## config.mk

```make
export PLATFORM = sky130hd
export DESIGN_NAME = finish_wavefront_ctrl
export DESIGN_NICKNAME = d
export VERILOG_FILES = /design/src/rtl/finish_wavefront_pkg.sv /design/src/rtl/finish_wavefront_ctrl_diag_shift.sv /design/src/rtl/finish_wavefront_ctrl.sv
export SDC_FILE = /design/constraint.sdc
export NUM_CORES = 1
export LEC_CHECK = 0
export CAP_MARGIN = 20
export CORE_UTILIZATION = 49
export CTS_BUF_LIST = sky130_fd_sc_hd__clkbuf_8
export DETAILED_ROUTE_END_ITERATION = 6
export PLACE_DENSITY = 0.79
export SLEW_MARGIN = 20
export SYNTH_ARGS = -nofsm -noshare
export SYNTH_HDL_FRONTEND = slang
export SYNTH_SLANG_ARGS = --single-unit
export TNS_END_PERCENT = 30
```

## constraint.sdc

```tcl
create_clock -name clk -period 3.2 [get_ports clk]
set_input_delay 0.96 -clock clk [delete_from_list [all_inputs] [get_ports clk]]
set_output_delay 0.96 -clock clk [all_outputs]
set_load 0.03 [all_outputs]
```

## src/rtl/finish_wavefront_pkg.sv

```systemverilog
// Shared types and helpers for the finish wavefront controller.
`default_nettype none

package finish_wavefront_pkg;

  typedef enum logic [1:0] {
    IDLE = 2'd0,
    RUN  = 2'd1,
    DONE = 2'd2
  } state_t;

  // Anti-diagonal index of PE(r,c); tiled mode folds coordinates into one tile.
  function automatic int diag_idx(input int r, input int c, input logic tile_mode, input int tile);
    if (tile_mode) return (r % tile) + (c % tile);
    return r + c;
  endfunction

  function automatic int diag_width(input int size);
    return 2 * size - 1;
  endfunction

endpackage

`default_nettype wire

```

## src/rtl/finish_wavefront_ctrl_diag_shift.sv

```systemverilog
// Load/shift register carrying the active anti-diagonal token.
`default_nettype none

module diag_shift #(
  parameter int W = 15
) (
  input  logic         clk,
  input  logic         rst_n,
  input  logic         clr,
  input  logic         shift,
  input  logic         load,
  output logic [W-1:0] q
);

  generate
    if (W == 1) begin : g_single
      always_ff @(posedge clk or negedge rst_n) begin
        if (!rst_n)     q <= '0;
        else if (clr)   q <= '0;
        else if (shift) q <= load;
      end
    end else begin : g_multi
      always_ff @(posedge clk or negedge rst_n) begin
        if (!rst_n)     q <= '0;
        else if (clr)   q <= '0;
        else if (shift) q <= {q[W-2:0], load};
      end
    end
  endgenerate

endmodule

`default_nettype wire

```

## src/rtl/finish_wavefront_ctrl.sv

```systemverilog
// Per-PE finish wavefront generator for a SIZE x SIZE systolic array (whole or tiled).
// Optional build macro FINISH_STICKY_EN makes finish bits accumulate until the next start.
`default_nettype none

module finish_wavefront_ctrl
  import finish_wavefront_pkg::*;
#(
  parameter int SIZE = 8,
  parameter int TILE = 4,
  parameter int KW   = 8
) (
  input  logic                   clk,
  input  logic                   rst_n,
  input  logic                   start,
  input  logic [KW-1:0]          k_len,
  input  logic                   tile_mode,
  output logic                   busy,
  output logic [SIZE*SIZE-1:0]   finish,
  output logic                   done
);

  localparam int DIAG_W = diag_width(SIZE);
  localparam int CW     = KW + $clog2(2 * SIZE) + 1;
  localparam logic [CW-1:0] DMAX_WHOLE = CW'(2 * (SIZE - 1));
  localparam logic [CW-1:0] DMAX_TILE  = CW'(2 * (TILE - 1));

  state_t              state, state_nx;
  logic [CW-1:0]       count, count_inc, last_count;
  logic [KW-1:0]       k_len_q;
  logic                tile_q;
  logic [DIAG_W-1:0]   diag;
  logic                diag_clr, diag_shift_en, diag_load;
  logic                accept;
  logic [SIZE*SIZE-1:0] wave;

  assign accept     = (state == IDLE) && start;
  assign count_inc  = count + 1'b1;
  assign last_count = CW'(k_len_q) + (tile_q ? DMAX_TILE : DMAX_WHOLE);

  always_ff @(posedge clk or negedge rst_n) begin
    if (!rst_n) state <= IDLE;
    else        state <= state_nx;
  end

  always_comb begin
    state_nx      = state;
    diag_clr      = 1'b0;
    diag_shift_en = 1'b0;
    diag_load     = 1'b0;
    case (state)
      IDLE: begin
        if (start) begin
          state_nx      = RUN;
          diag_shift_en = 1'b1;
          diag_load     = (k_len == '0);
        end else begin
          diag_clr = 1'b1;
        end
      end
      RUN: begin
        // The last diagonal has just been shown; the done cycle carries no finish.
        if (count == last_count) begin
          state_nx = DONE;
          diag_clr = 1'b1;
        end else begin
          diag_shift_en = 1'b1;
          diag_load     = (count_inc == CW'(k_len_q));
        end
      end
      DONE: begin
        state_nx = IDLE;
        diag_clr = 1'b1;
      end
      default: begin
        state_nx = IDLE;
        diag_clr = 1'b1;
      end
    endcase
  end

  always_ff @(posedge clk or negedge rst_n) begin
    if (!rst_n) begin
      count   <= '0;
      k_len_q <= '0;
      tile_q  <= 1'b0;
    end else if (accept) begin
      count   <= '0;
      k_len_q <= k_len;
      tile_q  <= tile_mode;
    end else if (state == RUN) begin
      count   <= count_inc;
    end
  end

  diag_shift #(.W(DIAG_W)) u_diag (
    .clk   (clk),
    .rst_n (rst_n),
    .clr   (diag_clr),
    .shift (diag_shift_en),
    .load  (diag_load),
    .q     (diag)
  );

  generate
    for (genvar r = 0; r < SIZE; r++) begin : g_row
      for (genvar c = 0; c < SIZE; c++) begin : g_col
        localparam int DW = diag_idx(r, c, 1'b0, TILE);
        localparam int DT = diag_idx(r, c, 1'b1, TILE);
        assign wave[r*SIZE+c] = tile_q ? diag[DT] : diag[DW];
      end
    end
  endgenerate

`ifdef FINISH_STICKY_EN
  logic [SIZE*SIZE-1:0] sticky;

  always_ff @(posedge clk or negedge rst_n) begin
    if (!rst_n)      sticky <= '0;
    else if (accept) sticky <= '0;
    else             sticky <= sticky | wave;
  end

  assign finish = sticky | wave;
`else
  assign finish = wave;
`endif

  assign busy = (state != IDLE);
  assign done = (state == DONE);

endmodule

`default_nettype wire

```

==> key figures <==
Status
  – Outcome: completed

CTS
  – Setup Buffers After CTS: 0
  – Cts bufs inserted: 5
  – H-tree depth: 2
  – Clk pin slew, worst setup/hold paths: 70 ps
  – Hold-fix buffers, CTS: 0
  – Clock Sinks: 39
  – CTS tree: yes
  – Worst-Skew Late Latency: 300 ps
  – Root Driver: clkbuf_8
  – Gates resized, CTS repair: 2
  – Max clock buf depth: 2

Job
  – Max-cap violations: 0

Final layout
  – Commonest non-fill, non-tap cell in the layout: clkdlybuf4s50_1
  – Layout area overhead: 20.37%
  – Commonest cells after routing, fill and taps aside: clkdlybuf4s50_1 (73), dfrtp_1 (39), nand2_1 (29)
  – Core Util, Final: 0.6124
  – Total Nets Final: 328
  – Share of cells above drive strength 1: 0.08917
  – Antenna fix cells: 0

Floorplan
  – Floorplan row count: 26
  – Die width: 74.83 um
  – Die Height: 74.83 um
  – Io pins: 78
  – Initial Util: 0.5088
  – Core box area: 5107 um^2
  – Die area: 5599 um^2

Drt
  – Routed length per instance: 14.78 um
  – Initial DRC Count: 102
  – Vias per cell: 5.250
  – Via count: 2016
  – Drt drc: 0
  – Post-route ant nets: 0
  – TritonRoute pass-1 iters: 4
  – DRT Wirelength: 5677 um

Worst setup path
  – Crit Path Class: register to primary output
  – Critical-path cell list: buf_4 > nand2_1 > o21ai_1 > clkdlybuf4s50_1
  – CP arrival: 2120 ps
  – Crit path capture type: primary output
  – CP peak stage delay: 770 ps
  – Crit path required time: 2240 ps
  – Crit path buf inv count: 2
  – Worst-path maximum fanout: 10
  – CP max-delay cell: clkdlybuf4s50_1
  – CP top delay family: buffers and inverters
  – Startpoint Class: register

Yosys
  – Post-synthesis cell count: 292
  – Ys Warns: 0
  – Share of the synthesized area in the top cell type: 0.3755
  – Top_reg_cell synth: dfrtp_1
  – Yosys top cell by area: dfrtp_1
  – Unique masters post-synth: 41
  – Post-synthesis sequential area ratio: 0.3755
  – Synth Register Bits: 39
  – Avg Inst Size Synth: 8.900 um^2
  – Cell area after synthesis: 2599 um^2
  – Top cells by area, synth: dfrtp_1 (38%), buf_4 (14%), o21ai_0 (5.0%)
  – Synth async-reset ratio: 1.000
  – Post-synth EDFFs: 0
  – Synth Net Count: 307

Timing
  – Setup Viol. Count Final: 0
  – Clock skew: 7.869 ps
  – Max-slew headroom: 0.4271
  – Hold WS: 493.3 ps
  – Final Max Slew Viols: 0
  – Fmax: 324.9 MHz
  – Final hold vios: 0
  – Min Tclk post-route: 3078 ps
  – Final period utilization: 0.9617
  – RSZ-0062 raised after global routing: false
  – Worst slew pin tran: 859.3 ps
  – Setup TNS: 0 ps

Place
  – GP Congestion: 0.8310
  – Post-DP HPWL: 4258 um
  – IO Port Bufs: 77

Pwr
  – Leakage: 1.320 nW
  – Total power: 2.312 mW
  – Peak VDD IR: 0.5313 mV
  – PwrDens: 739.1 nW/um^2

Global route
  – First-pass GRT wire length: 9190 um
  – Antenna violations before repair: 0
  – Total gr overflow: 0
  – Pin count of the biggest net entering global routing: 40
  – GRT Overall Usage: 0.2214
  – Vias in the first global route: 1879

Hold path
  – Hold Crit Class: register to register
-- metrics by stage --
step	cells	cell area [um^2]	setup WS, ps
after global routing	384	3128	5.567
after detailed placement	376	3008	312.1
after global placement	376	3008	422.9
final	384	3128	122.4
after floorplan	292	2599	178.5
after CTS	384	3120	94.57
-- cell usage after synthesis, types with 2 or more instances --
library cell / number
nand3_1: 10
o21ai_0: 26
mux2_2: 9
a21boi_0: 6
inv_1: 13
ha_1: 3
a21oi_1: 11
nand2_1: 29
buf_4: 50
nand4_1: 7
buf_2: 2
nor2b_1: 2
xnor2_1: 12
a31oi_1: 3
or4_1: 2
nor4_1: 3
clkbuf_1: 10
xor2_1: 10
nor3_1: 6
and4_1: 3
o31ai_1: 3
nor2_1: 12
buf_6: 3
and3_1: 2
dfrtp_1: 39
-- flip-flops by register name, summed over array words and instances (netlist names) --
register / flops
count: 13
tile_q: 1
state: 2
k_len_q: 8
u_diag.q: 15
-- report_power, final --
part	switching (mW)	total (mW)	internal, mW
combinational	0.641	1.12	0.480
clock	0.185	0.417	0.232
sequential	0.176	0.774	0.598
-- cell type report --
type	instances	area, um^2
sequential	39	975.9
clock buffer	5	68.82
inverter	13	48.80
clock inverter	3	43.79
timing repair buffer	80	795.8
tap	70	87.58
multi-input combinational	174	1107
fill	443	1979
-- cells by family (layout without fill, tap and decap cells) --
kind of cell / count (synthesis) / count (layout) / synth area share
AO/OA/AOI/OAI: 57 / 57 / 0.1367
XOR/XNOR: 22 / 22 / 0.07414
adder cells (fa/ha/maj): 3 / 3 / 0.01445
buffers and inverters: 79 / 101 / 0.1984
flip-flops: 39 / 39 / 0.3755
multiplexers: 10 / 10 / 0.04285
AND/OR/NAND/NOR: 82 / 82 / 0.1579
-- worst reg2reg max path, cell delays in order, from the launching register on --
cell	delay (ps)
dfrtp_1	510
inv_1	160
ha_1	340
xnor2_1	170
xnor2_1	140
nand4_1	120
or3_4	430
o31ai_4	210
buf_4	240
a21boi_0	120
-- per-layer routing --
metal / track usage / routed length (um)
met5: 0 / 0
met4: 0.08595 / 109
met3: 0.03614 / 179
met2: 0.3544 / 2820
met1: 0.3023 / 2567
-- worst paths after layout --
path                                          start  slack (ps)                       end  cells past startpoint
min                        u_diag.q[13]$_DFFE_PN0P_         490  u_diag.q[14]$_DFFE_PN0P_                      2
max in group asynchronous                     rst_n        1900  u_diag.q[10]$_DFFE_PN0P_                      1
max reg2reg                      tile_q$_DFFE_PN0P_         620  u_diag.q[10]$_DFFE_PN0P_                      9
min reg2reg                u_diag.q[13]$_DFFE_PN0P_         490  u_diag.q[14]$_DFFE_PN0P_                      2
min in group asynchronous                     rst_n         760      count[2]$_DFFE_PN0P_                      1
max                              tile_q$_DFFE_PN0P_         120                finish[28]                      4
Power figures use the tool's default switching activity.
